### src/rtl/serial_alu_seq.sv
// serial_alu_seq: drives a one-bit ALU slice across a WIDTH-bit operand,
// one bit per clock, LSB first. The slice's result bits, final carry and
// MSB set are collected into a WIDTH-bit result. SLT uses one extra FIX
// cycle to re-run bit 0 with less = set from the MSB step.
module serial_alu_seq #(
  parameter int WIDTH = 32
) (
  input  logic             clk,
  input  logic             rst,
  input  logic             start,
  input  logic [2:0]       op_in,
  input  logic [WIDTH-1:0] a_in,
  input  logic [WIDTH-1:0] b_in,
  output logic             busy,
  output logic             done,
  output logic [WIDTH-1:0] result_out,
  output logic             carry_out,
  output logic             zero_out,
  output logic             alu_a,
  output logic             alu_b,
  output logic             alu_cin,
  output logic             alu_less,
  output logic [2:0]       alu_op,
  input  logic             alu_result,
  input  logic             alu_cout,
  input  logic             alu_set
);

  localparam int IW = (WIDTH > 1) ? $clog2(WIDTH) : 1;
  localparam logic [IW-1:0] LAST_IDX = IW'(WIDTH - 1);

  typedef enum logic [1:0] {
    S_IDLE = 2'b00,
    S_RUN  = 2'b01,
    S_FIX  = 2'b10,
    S_DONE = 2'b11
  } state_t;

  state_t            state_q, state_d;
  logic [IW-1:0]     idx_q, idx_d;
  logic [WIDTH-1:0]  a_q, a_d;
  logic [WIDTH-1:0]  b_q, b_d;
  logic [2:0]        op_q, op_d;
  logic              carry_q, carry_d;   // ripple carry between bit steps
  logic              set_q, set_d;       // slice set captured at the MSB step
  logic [WIDTH-1:0]  result_q, result_d;
  logic              cout_q, cout_d;     // final carry, frozen after the MSB step
  logic              busy_q, done_q;

  // Next-state logic and slice drive; slice outputs feed back combinationally
  always_comb begin
    state_d  = state_q;
    idx_d    = idx_q;
    a_d      = a_q;
    b_d      = b_q;
    op_d     = op_q;
    carry_d  = carry_q;
    set_d    = set_q;
    result_d = result_q;
    cout_d   = cout_q;
    alu_a    = 1'b0;
    alu_b    = 1'b0;
    alu_cin  = 1'b0;
    alu_less = 1'b0;
    alu_op   = op_q;
    case (state_q)
      S_IDLE: begin
        if (start) begin
          a_d      = a_in;
          b_d      = b_in;
          op_d     = op_in;
          idx_d    = {IW{1'b0}};
          carry_d  = op_in[2];          // +1 of the two's complement for SUB/SLT
          result_d = {WIDTH{1'b0}};
          cout_d   = 1'b0;
          state_d  = S_RUN;
        end else begin
          state_d  = S_IDLE;
        end
      end
      S_RUN: begin
        alu_a            = a_q[idx_q];
        alu_b            = b_q[idx_q];
        alu_cin          = carry_q;
        alu_less         = 1'b0;
        result_d[idx_q]  = alu_result;
        carry_d          = alu_cout;
        if (idx_q == LAST_IDX) begin
          // Index saturates here so it never wraps into a second pass
          set_d   = alu_set;
          cout_d  = alu_cout;
          state_d = (op_q[1:0] == 2'b11) ? S_FIX : S_DONE;
        end else begin
          idx_d   = idx_q + IW'(1);
        end
      end
      S_FIX: begin
        alu_a       = a_q[0];
        alu_b       = b_q[0];
        alu_cin     = op_q[2];
        alu_less    = set_q;
        result_d[0] = alu_result;
        state_d     = S_DONE;
      end
      S_DONE: begin
        state_d = S_IDLE;
      end
      default: begin
        state_d = S_IDLE;
      end
    endcase
  end

  // State and datapath registers with asynchronous reset
  always_ff @(posedge clk or posedge rst) begin
    if (rst) begin
      state_q  <= S_IDLE;
      idx_q    <= {IW{1'b0}};
      a_q      <= {WIDTH{1'b0}};
      b_q      <= {WIDTH{1'b0}};
      op_q     <= 3'b000;
      carry_q  <= 1'b0;
      set_q    <= 1'b0;
      result_q <= {WIDTH{1'b0}};
      cout_q   <= 1'b0;
      busy_q   <= 1'b0;
      done_q   <= 1'b0;
    end else begin
      state_q  <= state_d;
      idx_q    <= idx_d;
      a_q      <= a_d;
      b_q      <= b_d;
      op_q     <= op_d;
      carry_q  <= carry_d;
      set_q    <= set_d;
      result_q <= result_d;
      cout_q   <= cout_d;
      busy_q   <= (state_d == S_RUN) || (state_d == S_FIX);
      done_q   <= (state_d == S_DONE);
    end
  end

  assign busy       = busy_q;
  assign done       = done_q;
  assign result_out = result_q;
  assign carry_out  = cout_q;
  assign zero_out   = (result_q == {WIDTH{1'b0}});

endmodule

### config.mk
export PLATFORM = sky130hd
export DESIGN_NAME = serial_alu_seq
export DESIGN_NICKNAME = d
export VERILOG_FILES = /design/src/rtl/serial_alu_seq.sv
export SDC_FILE = /design/constraint.sdc
export NUM_CORES = 1
export LEC_CHECK = 0
export BUFFER_PORTS_ARGS = -buffer_cell sky130_fd_sc_hd__buf_4
export CORE_MARGIN = 5
export CORE_UTILIZATION = 45
export CTS_CLUSTER_DIAMETER = 60
export DETAILED_ROUTE_END_ITERATION = 8
export GPL_TIMING_DRIVEN = 1
export PLACE_DENSITY = 0.68
export SYNTH_ARGS = -nofsm -noshare
export SYNTH_HDL_FRONTEND = slang
export SYNTH_SLANG_ARGS = --single-unit
### constraint.sdc
create_clock -name clk -period 4.7 [get_ports clk]
set_input_delay 0.47 -clock clk [delete_from_list [all_inputs] [get_ports clk]]
set_output_delay 0.47 -clock clk [all_outputs]
set_load 0.05 [all_outputs]
Yosys cells after proc, flatten, opt, wreduce, memory -nomap -nowiden --
Index checks and enable logic that the tools add are counted.
Operators by class: reduce and logical (&&, ||, !) cells 12, mux-type cells 26, shift operators 0, bitwise operators 0, equal/unequal tests 11, order comparisons 2, add/sub/neg operators 1, multiply operators 0, div/mod/pow operators 0
Operators with widths (count):
- $pmux W31 S2 | 1
- $bwmux W32 | 1
- $logic_not A32 Y1 | 1
- $mux W32 | 1
- $bmux W1 S5 | 2
- $eq A2 B2 Y1 const B | 5
- $mux W5 | 2
- $pmux W1 S2 | 5
- $pmux W5 S2 | 1
- $mux W1 | 9
- $pmux W2 S4 | 1
- $reduce_and A2 Y1 | 4
- $lt A5 B6 Y1 const B | 1
- $ne A2 B2 Y1 const B | 3
- $reduce_and A3 Y1 | 2
- $add A5 B1 Y5 const B | 1
- $demux W1 S5 | 1
- $eq A5 B5 Y1 const B | 1
- $ge A5 B1 Y1 const B | 1
- $eq A2 B1 Y1 const B | 2
- $pmux W1 S3 | 1
- $reduce_bool A3 Y1 | 1
- $logic_not A2 Y1 | 1
- $mux W2 | 1
- other kinds (3) | 3
Word-level totals: flip-flop bits (word level) 111, bits in latches 0, output and inout port bits 43, word-level logic and storage cells 64, bits of input ports 73, bits in read-only memories 0, RAM bits 0, memories kept 0

Depth between registers and ports, before layout --
depth in word-level cells 6, depth in mapped cells 10, gate-level depth less buffers 8

Worst setup path before layout --
Ideal clock, no wire load.
kind flip-flop to output port, start point register idx_q[4], end point output alu_a, cell stages (with the launch flop) 6, setup slack 2068 ps, required time 4230 ps, arrival time 2162 ps, cells stage by stage dfrtp_1 -> buf_2 -> or3b_2 -> o221ai_1 -> a22oi_1 -> a41oi_1
Between the ends: longest elaborated chain between the ends 3
Ends and longest elaborated chain:
- start: declaration | line 40 | logic [IW-1:0] idx_q, idx_d;
- start signal: assignment | line 118 | idx_q <= {IW{1'b0}};
- start signal: assignment | line 130 | idx_q <= idx_d;
- $bmux W1 S5 | line 82 | alu_a = a_q[idx_q];
- $mux W1 (not written as such) | line 82
- $pmux W1 S2 | line 66 | case (state_q)
- end: declaration | line 19 | output logic alu_a,
No other way between the ends. The select of a mux whose other input is x is not followed.

Worst setup path after layout --
start point register idx_q[1], end point output alu_a
The elaborated chain is that of the path after synthesis.

==> load_flow_metrics.sql <==
INSERT INTO impl_metrics (metric_group, metric, value, unit) VALUES
('floorplan', 'fp-row-count', '40', ''),
('status', 'result_of_the_run', 'completed', ''),
('power_and_ir_drop', 'pwr-share-comb', '0.395', ''),
('sta', 'worst_max_slew_pin_slew', '1.02', 'ns'),
('power_and_ir_drop', 'power_frac_seq', '0.394', ''),
('yosys', 'netlist_top_cells_area', 'sky130_fd_sc_hd__dfrtp_1 (51%), sky130_fd_sc_hd__mux2_2 (14%), sky130_fd_sc_hd__o21ai_0 (6.7%)', ''),
('power_and_ir_drop', 'switching_share', '0.378', ''),
('sta', 'rsz_0062_raised_after_global_routing', 'no', ''),
('worst_setup_path', 'path_class', 'reg -> out', ''),
('clocking', 'clkLatencyLatePin', '0.35', 'ns'),
('power_and_ir_drop', 'leakagePower', '3.01', 'nW'),
('yosys', 'synth_top_area_share', '0.510', ''),
('yosys', 'netlist_area', '5450', 'um2'),
('detailed_routing', 'drt-total-wl', '13600', 'um'),
('power_and_ir_drop', 'power.net_switching', '0.00153', 'W'),
('global_route', 'grt_first_pass_wirelength', '22700', 'um'),
('clocking', 'cts.sinks', '111', ''),
('cells_and_area', 'layout.filler_cells', '1022', ''),
('sta', 'min_period', '3.22', 'ns'),
('detailed_routing', 'route.antenna.remaining_nets', '0', ''),
('power_and_ir_drop', 'ir_worst_vdd', '0.240', 'mV'),
('worst_setup_path', 'timing.reg2reg.setup_slack', '1.68', 'ns'),
('clocking', 'numCtsBuffers', '9', ''),
('clocking', 'cts_repair_resize_count', '0', ''),
('sta', 'max-slew-margin-rel', '0.323', ''),
('detailed_routing', 'routed-via-count', '4160', ''),
('placed_design', 'io_buffers', '115', ''),
('worst_setup_path', 'worstReg2RegStart', 'idx_q[1]', ''),
('flow_run', 'max_cap_viol_count', '0', ''),
('worst_setup_path', 'critical_path_peak_fanout', '34', ''),
('sta', 'final.period_utilization', '0.685', ''),
('sta', 'max_freq', '310', 'MHz'),
('global_route', 'grt.overflow.total', '0', ''),
('detailed_routing', 'routed_via_density', '5.64', ''),
('placed_design', 'dp_slack', '1.73', 'ns'),
('worst_setup_path', 'setup.worst_path.start_class', 'flop', ''),
('floorplan', 'die_height', '120', 'um'),
('cells_and_area', 'design.final.nets', '670', ''),
('min_path', 'holdPathEnd', 'a_q[9]', ''),
('cells_and_area', 'antenna_cells', '0', ''),
('yosys', 'synth_nets', '572', ''),
('global_route', 'maximum_number_of_pins_on_one_net_before_global_route_repair', '85', ''),
('floorplan', 'floorplan.die_area', '14400', 'um2'),
('cells_and_area', 'layout-drive-gt1-share', '0.363', ''),
('yosys', 'synth.cells.most_frequent', 'sky130_fd_sc_hd__dfrtp_1 (111), sky130_fd_sc_hd__o21ai_0 (73), sky130_fd_sc_hd__mux2_2 (70)', ''),
('sta', 'worst_slack', '1.48', 'ns'),
('min_path', 'worst_hold_path_type', 'in -> reg', ''),
('clocking', 'clock-root-buffer', 'sky130_fd_sc_hd__clkbuf_16', ''),
('yosys', 'synthCells', '487', ''),
('worst_setup_path', 'rr_endpoint', 'busy', ''),
('yosys', 'synth.most_common_cell', 'sky130_fd_sc_hd__dfrtp_1', ''),
('detailed_routing', 'drcViolationCount', '0', ''),
('power_and_ir_drop', 'cellInternalPower', '0.00251', 'W'),
('placed_design', 'place.detailed.hpwl', '9860', 'um'),
('min_path', 'min_from', 'a_in[9]', ''),
('detailed_routing', '1st_iter_drt_viols', '324', ''),
('global_route', 'first_global_vias', '4425', ''),
('sta', 'timing_max_transition_violations_final', '0', ''),
('detailed_routing', 'routed_wire_length_per_instance', '18.5', 'um'),
('clocking', 'h_tree_levels', '3', ''),
('yosys', 'dominantRegCellSynth', 'sky130_fd_sc_hd__dfrtp_1', ''),
('global_route', 'grt.total_usage', '0.196', ''),
('detailed_routing', 'drt_pre_antenna_iters', '5', ''),
('yosys', 'async_reset_ff_frac', '1.00', ''),
('power_and_ir_drop', 'clock_power_share', '0.211', ''),
('floorplan', 'top_level_ports', '116', ''),
('clocking', 'tritoncts', 'done', ''),
('clocking', 'clk_pin_slew', '0.07', 'ns'),
('yosys', 'yosys_register_bits', '111', ''),
('yosys', 'post-synth-top-area-cell', 'sky130_fd_sc_hd__dfrtp_1', ''),
('sta', 'timing_hold_violations_final', '0', '');
==> sequential cells by signal, indices dropped and copies added, names as in the netlist <==
register and cells:
state_q 2, b_q 32, alu_op 3, busy 1, a_q 32, idx_q 5, done 1, result_out 32
carry_out 1, set_q 1, carry_q 1
==> worst max path at each step <==
| stage | startpoint | end | cells past startpoint |
|---|---|---|---|
| 2_1_floorplan | rst | a_q[0] | 1 |
| 3_3_place_gp | idx_q[1] | busy | 8 |
| 3_5_place_dp | idx_q[1] | busy | 8 |
| 4_1_cts | idx_q[1] | alu_a | 6 |
| 5_1_grt | idx_q[1] | alu_a | 6 |
| 6_report | idx_q[1] | alu_a | 6 |
==> cells by family (layout without fill, tap and decap cells) <==
group | after synthesis | after routing | share of synthesized area
AOI/OAI and AO/OA | 137 | 137 | 0.140
adders and majority gates | 12 | 12 | 0.0276
buffers and inverters | 42 | 145 | 0.0395
DFF | 111 | 111 | 0.510
muxes | 100 | 100 | 0.206
and+or+nand+nor | 85 | 85 | 0.0778
==> stage by stage <==
stage / hold WS (ns) / instances / cell area [um2]
finish: 0.345 / 737 / 6700
global route: 0.340 / 737 / 6700
CTS: 0.338 / 737 / 6700
detailed placement: 0.494 / 721 / 6360
global placement: 0.475 / 721 / 6360
floorplan: 0.451 / 487 / 5450
==> power by group through the flow <==
stage / clock network [W] / logic [W] / registers [W]
2_1_floorplan: 0 / 0.00118 / 0.00158
3_3_place_gp: 0 / 0.00156 / 0.00160
3_5_place_dp: 0 / 0.00160 / 0.00161
4_1_cts: 0.000861 / 0.00160 / 0.00159
5_1_grt: 0.000899 / 0.00174 / 0.00165
6_report: 0.000852 / 0.00159 / 0.00159
==> worst max-delay path, cell delays in order (launching register included) <==
cell                      delay, ns
sky130_fd_sc_hd__dfrtp_2       1.01
sky130_fd_sc_hd__mux4_2        0.59
sky130_fd_sc_hd__nand2_1       0.07
sky130_fd_sc_hd__o21ai_0       0.09
sky130_fd_sc_hd__a22oi_1       0.21
sky130_fd_sc_hd__a41oi_1       0.17
sky130_fd_sc_hd__buf_4         0.23
==> cell type report <==
cell class / count / area (um2) / share of cell area
clock buffer: 12 / 256 / 0.0383
clock inverter: 4 / 77.6 / 0.0116
inverter: 9 / 36.3 / 0.00542
multi-input combinational: 334 / 2460 / 0.368
sequential: 111 / 2780 / 0.415
tap: 147 / 184 / 0.0275
timing repair buffer: 120 / 901 / 0.135
==> metal layers <==
layer | GRT usage | vias up | share of wire
met5 | 0 | - | 0
met4 | 0.0444 | 0 | 0.0066
met3 | 0.0434 | 10 | 0.054
met2 | 0.327 | 123 | 0.49
met1 | 0.261 | 2045 | 0.45
li1 | - | 1982 | -
==> cell usage in the layout, fill, tap and decap left out, types with 2 or more instances in the layout <==
cell and instances:
sky130_fd_sc_hd__bufinv_16 2, sky130_fd_sc_hd__clkbuf_16 9, sky130_fd_sc_hd__nand2b_1 6, sky130_fd_sc_hd__ha_1 12, sky130_fd_sc_hd__a21oi_1 36, sky130_fd_sc_hd__dfrtp_1 110
sky130_fd_sc_hd__nand3b_1 2, sky130_fd_sc_hd__clkbuf_8 2, sky130_fd_sc_hd__mux2i_1 26, sky130_fd_sc_hd__or3_1 2, sky130_fd_sc_hd__o32ai_1 2, sky130_fd_sc_hd__inv_1 7
sky130_fd_sc_hd__nor2b_1 4, sky130_fd_sc_hd__o21ai_0 72, sky130_fd_sc_hd__o22ai_1 6, sky130_fd_sc_hd__a22o_1 2, sky130_fd_sc_hd__nor4_1 9, sky130_fd_sc_hd__nand4_1 3
sky130_fd_sc_hd__a31oi_1 4, sky130_fd_sc_hd__a22oi_1 5, sky130_fd_sc_hd__mux4_2 2, sky130_fd_sc_hd__and3_1 2, sky130_fd_sc_hd__mux2_2 70, sky130_fd_sc_hd__nand3_1 6
sky130_fd_sc_hd__buf_4 120, sky130_fd_sc_hd__clkinv_4 2, sky130_fd_sc_hd__nor3_1 8, sky130_fd_sc_hd__nor2_1 11, sky130_fd_sc_hd__o41a_1 2, sky130_fd_sc_hd__nand2_1 27
(Power assumes the default switching activity.)
